===== src/rtl/mtr_pkg.sv =====
// mtr_pkg: types and constants shared between the commutation block and
// the gate-drive stage (mtr_drv).
//   sel_t       - 2-bit phase mode encoding driven on selGrn/selYlw/selBlu
//   PWM_PERIOD  - clocks per PWM period
//   decode_req  - phase mode + PWM level -> {high_req, low_req}
package mtr_pkg;

  typedef enum logic [1:0] {
    HIGH_Z  = 2'b00,
    FORWARD = 2'b01,
    REVERSE = 2'b10,
    BRAKE   = 2'b11
  } sel_t;

  localparam int PWM_W      = 11;
  localparam int PWM_PERIOD = 2048;

  // Returns {high_req, low_req}. The two requests are never both 1.
  function automatic logic [1:0] decode_req(input sel_t sel, input logic pwm);
    logic [1:0] req;
    req = 2'b00;
    case (sel)
      HIGH_Z:  req = 2'b00;
      FORWARD: req = {pwm, ~pwm};
      REVERSE: req = {~pwm, pwm};
      BRAKE:   req = {1'b0, pwm};
      default: req = 2'b00;
    endcase
    return req;
  endfunction

endpackage


===== src/rtl/mtr_drv_nonoverlap.sv =====
// nonoverlap: dead-time insertion for one half-bridge leg.
//   clk, rst_n         - clock, async active-low reset
//   high_req, low_req  - requested gate states (never both 1)
//   high, low          - registered gate enables
// Any change in the request pair forces both gates off and restarts the
// dead counter; the new request reaches the gates DEADTIME clocks after
// the edge that saw the change. Turn-off is therefore immediate and
// turn-on is delayed.
module nonoverlap #(
  parameter int DEADTIME = 32
) (
  input  logic clk,
  input  logic rst_n,
  input  logic high_req,
  input  logic low_req,
  output logic high,
  output logic low
);

  localparam logic [5:0] DT    = 6'(DEADTIME);
  localparam logic [5:0] DT_M1 = DT - 6'd1;

  logic       high_ff;
  logic       low_ff;
  logic [5:0] dead_cnt;
  logic       change;

  assign change = (high_req != high_ff) || (low_req != low_ff);

  always_ff @(posedge clk or negedge rst_n) begin
    if (!rst_n) begin
      high_ff  <= 1'b0;
      low_ff   <= 1'b0;
      dead_cnt <= 6'd0;
      high     <= 1'b0;
      low      <= 1'b0;
    end else begin
      high_ff <= high_req;
      low_ff  <= low_req;
      if (change) begin
        dead_cnt <= 6'd0;
        high     <= 1'b0;
        low      <= 1'b0;
      end else begin
        if (dead_cnt < DT) begin
          dead_cnt <= dead_cnt + 6'd1;
        end
        // Gates follow the request on the edge where the counter reaches
        // DEADTIME, so the off window is exactly DEADTIME clocks.
        if (dead_cnt >= DT_M1) begin
          high <= high_req;
          low  <= low_req;
        end else begin
          high <= 1'b0;
          low  <= 1'b0;
        end
      end
    end
  end

endmodule


===== src/rtl/mtr_drv.sv =====
// mtr_drv: three-phase gate-drive stage.
//   clk, rst_n              - clock, async active-low reset
//   duty[10:0]              - PWM on-time in clocks per 2048-clock period
//   selGrn/selYlw/selBlu    - per-phase mode (sel_t encoding)
//   high*/low*              - registered high-/low-side gate enables
// A free-running 11-bit counter generates one registered PWM level; duty is
// only taken at the period boundary so a period is never cut short. Each
// phase decodes its request from the PWM level and passes it through a
// dead-time leg.
module mtr_drv
  import mtr_pkg::*;
#(
  parameter int DEADTIME = 32
) (
  input  logic             clk,
  input  logic             rst_n,
  input  logic [PWM_W-1:0] duty,
  input  logic [1:0]       selGrn,
  input  logic [1:0]       selYlw,
  input  logic [1:0]       selBlu,
  output logic             highGrn,
  output logic             lowGrn,
  output logic             highYlw,
  output logic             lowYlw,
  output logic             highBlu,
  output logic             lowBlu
);

  localparam logic [PWM_W-1:0] CNT_LAST = PWM_W'(PWM_PERIOD - 1);

  logic [PWM_W-1:0] pwm_cnt;
  logic [PWM_W-1:0] duty_ff;
  logic             pwm_sig;
  logic [1:0]       req_grn;
  logic [1:0]       req_ylw;
  logic [1:0]       req_blu;

  always_ff @(posedge clk or negedge rst_n) begin
    if (!rst_n) begin
      pwm_cnt <= '0;
      duty_ff <= '0;
      pwm_sig <= 1'b0;
    end else begin
      pwm_cnt <= pwm_cnt + PWM_W'(1);
      if (pwm_cnt == CNT_LAST) begin
        duty_ff <= duty;
      end
      pwm_sig <= (pwm_cnt < duty_ff);
    end
  end

  assign req_grn = decode_req(sel_t'(selGrn), pwm_sig);
  assign req_ylw = decode_req(sel_t'(selYlw), pwm_sig);
  assign req_blu = decode_req(sel_t'(selBlu), pwm_sig);

  nonoverlap #(.DEADTIME(DEADTIME)) u_leg_grn (
    .clk      (clk),
    .rst_n    (rst_n),
    .high_req (req_grn[1]),
    .low_req  (req_grn[0]),
    .high     (highGrn),
    .low      (lowGrn)
  );

  nonoverlap #(.DEADTIME(DEADTIME)) u_leg_ylw (
    .clk      (clk),
    .rst_n    (rst_n),
    .high_req (req_ylw[1]),
    .low_req  (req_ylw[0]),
    .high     (highYlw),
    .low      (lowYlw)
  );

  nonoverlap #(.DEADTIME(DEADTIME)) u_leg_blu (
    .clk      (clk),
    .rst_n    (rst_n),
    .high_req (req_blu[1]),
    .low_req  (req_blu[0]),
    .high     (highBlu),
    .low      (lowBlu)
  );

endmodule


===== config.mk =====
export PLATFORM = sky130hd
export DESIGN_NAME = mtr_drv
export DESIGN_NICKNAME = d
export VERILOG_FILES = /design/src/rtl/mtr_pkg.sv /design/src/rtl/mtr_drv_nonoverlap.sv /design/src/rtl/mtr_drv.sv
export SDC_FILE = /design/constraint.sdc
export NUM_CORES = 1
export LEC_CHECK = 0
export BUFFER_PORTS_ARGS = -buffer_cell sky130_fd_sc_hd__buf_2
export CORE_ASPECT_RATIO = 1.2
export CORE_MARGIN = 2
export CORE_UTILIZATION = 30
export CTS_CLUSTER_DIAMETER = 200
export DETAILED_ROUTE_END_ITERATION = 16
export GPL_ROUTABILITY_DRIVEN = 0
export PLACE_DENSITY_LB_ADDON = 0.08
export SLEW_MARGIN = 20
export SYNTH_ARGS = -nofsm -noshare
export SYNTH_HDL_FRONTEND = slang
export SYNTH_SLANG_ARGS = --single-unit
export TNS_END_PERCENT = 100

===== constraint.sdc =====
create_clock -name clk -period 1.43 [get_ports clk]
set_input_delay 0 -clock clk [delete_from_list [all_inputs] [get_ports clk]]
set_output_delay 0 -clock clk [all_outputs]
set_load 0.1 [all_outputs]

==> metrics.md, run 1 <==
| Metric | Value |
|---|---|
| Most common cell in the synthesized netlist | dfrtp_1 |
| Ant diodes | 0 |
| CP Data Arrival Time | roughly 1.6 ns |
| Crit start category | flip-flop |
| Detailed Route WL | approximately 4800 um |
| First-pass GRT wire length | between 8000 and 9000 um |
| Die area | approximately 9500 um2 |
| DP Area | around 3000 um2 |
| Slowest cell on crit path | dfrtp_1 |
| Initial Util | 30.6% |
| Crit-path max cell delay | about 0.37 ns |
| Clock Tree Buf Depth | 2 |
| Crit. End Element | flip-flop |
| Leading area contributor after synthesis | dfrtp_1 |
| Vias | about 1800 |
| Critical path peak fanout | 11 |
| Detail Placement HPWL | around 3300 um |
| H-tree lvl count | 2 |
| Async SR Flop Fraction | 100% |
| Residual DRC | 0 |
| Mapped cell area | ~2600 um2 |
| Final Hold Fails | 0 |
| Status | completed |
| Synth cell count leaders | 53 x dfrtp_1, 20 x nor2_1, 14 x ha_1 |
| Ports | 25 |
| Vias in the first global route | around 1800 |
| FMAX | a little over 0.7 GHz |
| Syn Inst Count | about 230 |
| Cell area after layout | around 3300 um2 |
| Slew @ Worst Pin | about 0.49 ns |
| Initial antenna violation count | 0 |
| Kind of critical path | reg2reg |
| Core Util, Final | just under 40% |
| Fin nets | between 300 and 400 |
| Input/output buffers | 24 |
| Period utilisation layout | 97.9% |
| Final TNS setup | 0 ns |
| Largest net degree at the start of global routing | 54 |
| CP required | about 1.6 ns |
| Total grt overflow | 0 |
| Layout cells sized above 1 | about a quarter |
| Clock-pin slew on the worst setup and hold paths | ~0.1 ns |
| Clock tree sinks | 53 |
| GRT Util Overall | between 10% and 20% |
| Synth top area cells | dfrtp_1 51%, ha_1 6.7%, mux2_4 5.8%, xnor2_1 4.0%, xor2_1 4.0% |
| Area delta synth->final | 25.7% |
| Core area | roughly 8500 um2 |
| Routed met1 length | about 2300 um |
| Number of synthesized register bits | 53 |
| Highest routed layer | met4 |
| Clk_lat worst skew | 0.31 ns |
| Leak | 0.00154 uW |
| Pwr dens | between 800 and 900 nW/um2 |
| Die height | between 100 and 150 um |
| Final Max Slew Viols | 0 |
| Crit-path leading delay family | flip-flops |
| Met2 Wirelength | 2340 um |
| Maxcap violations | 0 |
| Min-delay worst type | in2reg |
| Die boundary width | 89.1 um |
| Worst-path cell chain | ha_2 > inv_2 > nor2_4 > nand4_4 > buf_12 > mux2_4 |
| Post-Synthesis Net Count | 260 |
| Seq/Total Area, Yosys | 50.9% |
| Relative slew margins | approximately 68% |
| Final setup violation count | 0 |
| Skew final | between 0.01 and 0.015 ns |
| Top-area cell type share of the netlist area | roughly 50% |
| Routed Antenna Nets | 0 |
| Via density | between 4 and 5 |
| Power Total | around 2700 uW |
| WP buf/inv | 2 |
| DR WL/cell | 11.8 um |
| Post-synth top flop | dfrtp_1 |
| Met3 routed WL | approximately 130 um |
| Syn_area_per_cell | between 10 and 15 um2 |
| DRT iter0 DRCs | 60 |
| Drt pass-1 iters | 4 |
| RSZ-0062 raised after global routing | true |
| Tmin final | approximately 1.4 ns |
| Yosys Warn Count | 0 |
| Post-synth EDFFs | 0 |
| Rows | 37 |
| Root Driver | clkbuf_8 |
| CTS buffer count | 5 |
| CTS tree | built |
| Max rail drop VDD | 0.297 mV |
| Post-synthesis cell type count | 33 |
==> registers in the layout, summed over array words and instances, names as in the netlist, 6 cells and up <==
| signal | count |
|---|---|
| duty_ff | 11 |
| pwm_cnt | 11 |
| u_leg_blu.dead_cnt | 6 |
| u_leg_grn.dead_cnt | 6 |
| u_leg_ylw.dead_cnt | 6 |
==> where the power goes <==
part | switching, uW | internal, uW
clock | 512 | 347
sequential | 39.3 | 1540
combinational | 123 | 131
total | 674 | 2020
==> cells by family (layout without fill, tap and decap cells) <==
| kind of cell | count (synthesis) | after routing | synth area share, % |
|---|---|---|---|
| AOI/OAI and AO/OA | 26 | 26 | 6.05 |
| xor gates and xnor gates | 24 | 24 | 8.07 |
| adders and majority gates | 14 | 14 | 6.72 |
| buffers and inverters | 15 | 75 | 2.50 |
| DFF | 53 | 53 | 50.9 |
| muxes | 17 | 17 | 8.50 |
| and+or+nand+nor | 78 | 78 | 17.3 |
==> cells in the final DEF, fill, tap and decap left out, drive strengths merged <==
| cell type | instances |
|---|---|
| o21ai | 4 |
| nand3 | 10 |
| nor4bb | 3 |
| nor2b | 3 |
| nor2 | 21 |
| mux2 | 11 |
| mux2i | 6 |
| nand3b | 3 |
| ha | 14 |
| a211oi | 1 |
| clkinv | 1 |
| inv | 12 |
| buf | 41 |
| o221ai | 3 |
| clkinvlp | 2 |
| and3 | 4 |
| nor3 | 1 |
| clkbuf | 6 |
| nand4 | 4 |
| a31oi | 3 |
| a21o | 1 |
| nand2b | 13 |
| dfrtp | 53 |
| a21oi | 11 |
| o211ai | 3 |
| xnor2 | 12 |
| nor4 | 3 |
| nand4b | 3 |
| xor2 | 12 |
| dlygate4sd3 | 13 |
| nand2 | 7 |
| nor3b | 3 |
==> repair_timing <==
| item | in CTS | in global routing |
|---|---|---|
| setup buffers | 0 | 1 |
| endpoints found under the hold margin | 65 | 0 |
| pin swaps | 1 | 1 |
| hold buffers | 13 | 0 |
| cloned | 0 | 0 |
| setup endpoints to repair | 11 | 31 |
| gates resized for setup | 2 | 7 |
==> through the flow <==
stage / hold slack, ns / setup WS [ns] / std cells
final: 0.0268 / 0.0305 / 404
after global routing: 0.0233 / -0.0562 / 404
after detailed placement: 0.0286 / 0.000316 / 382
after global placement: 0.0228 / -0.00377 / 382
after CTS: 0.00443 / 0.000347 / 403
after floorplan: -0.296 / 0.000772 / 227
==> final timing paths <==
check / startpoint / end / slack, ns / cells past startpoint
max reg2reg: pwm_cnt[1] / duty_ff[6] / 0.03 / 6
max: pwm_cnt[1] / duty_ff[6] / 0.03 / 6
max in group asynchronous: rst_n / pwm_cnt[2] / 0.96 / 3
min: selYlw[1] / u_leg_ylw.low_ff / 0.03 / 3
min reg2reg: duty_ff[10] / duty_ff[10] / 0.52 / 1
min in group asynchronous: rst_n / u_leg_blu.dead_cnt[1] / 0.20 / 3
==> worst reg2reg max path: stages, from the launching register on <==
cell	delay [ns]
dfrtp_1	0.37
ha_2	0.19
inv_2	0.05
nor2_4	0.12
nand4_4	0.10
buf_12	0.17
mux2_4	0.29
==> layout make-up <==
cell class | count | area (um2)
flip-flops and latches | 53 | 1330
fillers | 888 | 5240
inverters | 13 | 48.8
repair buffers | 54 | 403
clock inverters | 2 | 15.0
clock buffers | 6 | 72.6
multi-input cells | 159 | 1260
well taps | 117 | 146
==> metal layers <==
layer / GRT usage, % / vias to the layer above
li1: - / 908
met3: 3.03 / 5
met5: 0 / -
met2: 18.1 / 27
met4: 3.84 / 0
met1: 13.9 / 879
Power figures use the tool's default switching activity.
==> run 2: changes to the inputs <==
- CORE_ASPECT_RATIO: 1.2 -> not set
==> run 2 against run 1 <==
Cell count shrank 1.5%. Clock skew grew 0.0034 ns. Total power grew 6.5%. Die area is essentially flat. Core utilization grew 0.91 points. Combinational power grew 6%. Register-to-register slack gained 0.02 ns. Sequential power is essentially flat. First-iteration DRC count shrank 12%. Routed wire length shrank 4.6%. Cell area grew 2.7%. Via count shrank 2.7%.
==> metrics.md, run 2 (same netlist as run 1, synthesis figures left out) <==
| Metric | Value |
|---|---|
| Leak | 0.00158 uW (+2.4%) |
| Pre-CTS setup slack | 0.0149 ns (+0.0145 ns) |
| Reg2reg path depth | 6 (unchanged) |
| DR WL/cell | 11.5 um (-3.1%) |
| Pwr dens | 851 nW/um2 (+3.7%) |
| Status | completed |
| FILL cells | 844 (-5.0%) |
| CTS tree | built |
| Rows | 34 (-8.1%) |
| Met2 Track Usage GR | 16.9% (-1.2 points) |
| WP buf/inv | 2 (unchanged) |
| Residual DRC | 0 (unchanged) |
| Max rail drop VDD | 0.415 mV (+40%) |
| Crit start category | flip-flop |
| Area delta synth->final | 29.2% |
| Final Hold Fails | 0 (unchanged) |
| Die height | 97.2 um (-8.4%) |
| Critical path peak fanout | 11 (unchanged) |
| WHS Endpoint | u_leg_ylw.low_ff |
| Final TNS setup | 0 ns (unchanged) |
| Hold Path Origin | selYlw[1] |
| Kind of critical path | reg2reg |
| Internal | 2210 uW (+9.6%) |
| Crit. End Element | flip-flop |
| Clock Tree Buf Depth | 2 (unchanged) |
| Ports | 25 (unchanged) |
| Via density | 4.45 (-1.2%) |
| GRT Max-Usage Layer | met2 |
| Clk_lat worst skew | 0.30 ns (about the same) |
| Largest net degree at the start of global routing | 35 (-35%) |
| Clock share of power | 35.6% (+3.7 points) |
| Maxcap violations | 0 (unchanged) |
| Drt pass-1 iters | 4 (unchanged) |
| Commonest non-fill, non-tap cell in the layout | dfrtp_1 |
| DRT iter0 DRCs | 53 (-12%) |
| Worst-path cell chain | ha_4 > inv_2 > nor2_4 > nand4_4 > buf_12 > mux2_4 |
| Clock tree sinks | 53 (unchanged) |
| Sw frac | 22.9% (-2.1 points) |
| CP required | 1.62 ns (about the same) |
| CP Data Arrival Time | 1.57 ns (-0.02 ns) |
| Min-delay worst type | in2reg |
| Crit-path leading delay family | flip-flops |
| H-tree lvl count | 2 (unchanged) |
| CTS buffer count | 5 (unchanged) |
| First-pass GRT wire length | 8230 um (+1.1%) |
| GR Util met1 | 14.4% (+0.57 points) |
| Relative slew margins | 67.9% (about the same) |
| Crit Reg-Reg Startpoint | pwm_cnt[0] |
| Logic pwr share | 9.4% (about the same) |
| Cell area after layout | 3370 um2 (+2.7%) |
| Slew @ Worst Pin | 0.485 ns (+0.000157 ns) |
| Commonest non-fill, non-tap cells in the layout | 53 x dfrtp_1, 24 x buf_2, 20 x nor2_1 |
| PnR worst setup slack | 0.0506 ns (+0.0202 ns) |
| Final setup violation count | 0 (unchanged) |
| Initial antenna violation count | 0 (unchanged) |
| Power Total | 2870 uW (+6.5%) |
| DP Area | 3030 um2 (+0.79%) |
| Period utilisation layout | 96.5% (-1.4 points) |
| Detailed Route WL | 4570 um (-4.6%) |
| RSZ-0062 raised after global routing | true |
| Initial Util | 30.5% (-0.12 points) |
| Die boundary width | 97.2 um (+9.1%) |
| Clock-pin slew on the worst setup and hold paths | 0.10 ns (about the same) |
| GR Util met3 | 2.95% (-0.078 points) |
| Total grt overflow | 0 (unchanged) |
| Detail Placement HPWL | 3340 um (+1.5%) |
| Seq pwr share | 55.0% (-3.6 points) |
| Ant diodes | 0 (unchanged) |
| Tmin final | 1.38 ns (-0.0202 ns) |
| Final Max Slew Viols | 0 (unchanged) |
| GRT Util Overall | 10.6% (-0.49 points) |
| Vias | 1770 (-2.7%) |
| Root Driver | clkbuf_8 |
| Layout cells sized above 1 | 25.9% (+1.5 points) |
| Vias in the first global route | 1761 (-3.5%) |
| Die area | 9450 um2 (about the same) |
| Worst R2R End | duty_ff[0] |
| FMAX | 0.725 GHz (+1.5%) |
| Input/output buffers | 24 (unchanged) |
| Skew final | 0.0136 ns (+0.00335 ns) |
| Hold-critical path depth | 3 (unchanged) |
| R2r setup slk | 0.05 ns (+0.02 ns) |
| Slowest cell on crit path | dfrtp_1 |
| Core area | 8550 um2 (+0.38%) |
| Fin nets | 322 (+0.94%) |
| Net switching power | 656 uW (-2.6%) |
| Top flop regs | duty_ff: 11 flops, pwm_cnt: 11 flops |
| Min Hold Slack | 0.0171 ns (-0.00968 ns) |
| Crit-path max cell delay | 0.40 ns (+0.03 ns) |
| Routed Antenna Nets | 0 (unchanged) |
run 2: worst register-to-register path, stage by stage, from the launching register on:
cell	delay [ns]
dfrtp_1	0.40
ha_4	0.16
inv_2	0.04
nor2_4	0.11
nand4_4	0.10
buf_12	0.17
mux2_4	0.30
run 2: power by group through the flow:
| stage | combinational [uW] | sequential (uW) | clock (uW) |
|---|---|---|---|
| floorplan | 131 | 1600 | 0 |
| global placement | 240 | 1610 | 0 |
| detailed placement | 239 | 1610 | 0 |
| CTS | 269 | 1580 | 1090 |
| global route | 307 | 1590 | 1160 |
| finish | 268 | 1580 | 1020 |
run 2: worst max path at each step:
stage / to / start / depth (start not counted)
global placement: pwm_sig / pwm_cnt[2] / 5
floorplan: duty_ff[0] / pwm_cnt[0] / 6
global route: duty_ff[0] / pwm_cnt[2] / 5
finish: duty_ff[0] / pwm_cnt[0] / 6
detailed placement: duty_ff[3] / pwm_cnt[1] / 6
CTS: duty_ff[0] / pwm_cnt[0] / 6
run 2: metrics by stage:
stage | instances | utilization [%]
after global placement | 376 | 35.4
after CTS | 397 | 38.5
final | 398 | 39.4
after detailed placement | 376 | 35.4
after global routing | 398 | 39.4
after floorplan | 227 | -
run 2: metal layers:
metal  vias to the layer above  routed length [um]
met3                         2                 174
met4                         0                  26
met5                         -                   0
met2                        28                2100
met1                       827                2270
li1                        913                   -
run 2: timing repair:
action | CTS | global route
gates resized for setup | 2 | 10
hold endpoints to repair | 65 | 0
hold buffers | 13 | 0
setup buffers | 0 | 1
setup endpoints to repair | 11 | 18
pin swaps | 2 | 3
run 2: final cells by class:
cell class                      instances  area, um2  area share [%]
Multi-Input combinational cell        159       1300            38.7
Clock inverter                          2       38.8            1.15
Inverter                               13       48.8            1.45
Tap cell                              108        135            4.01
Clock buffer                            6       72.6            2.16
Sequential cell                        53       1330            39.4
Timing Repair Buffer                   57        442            13.1
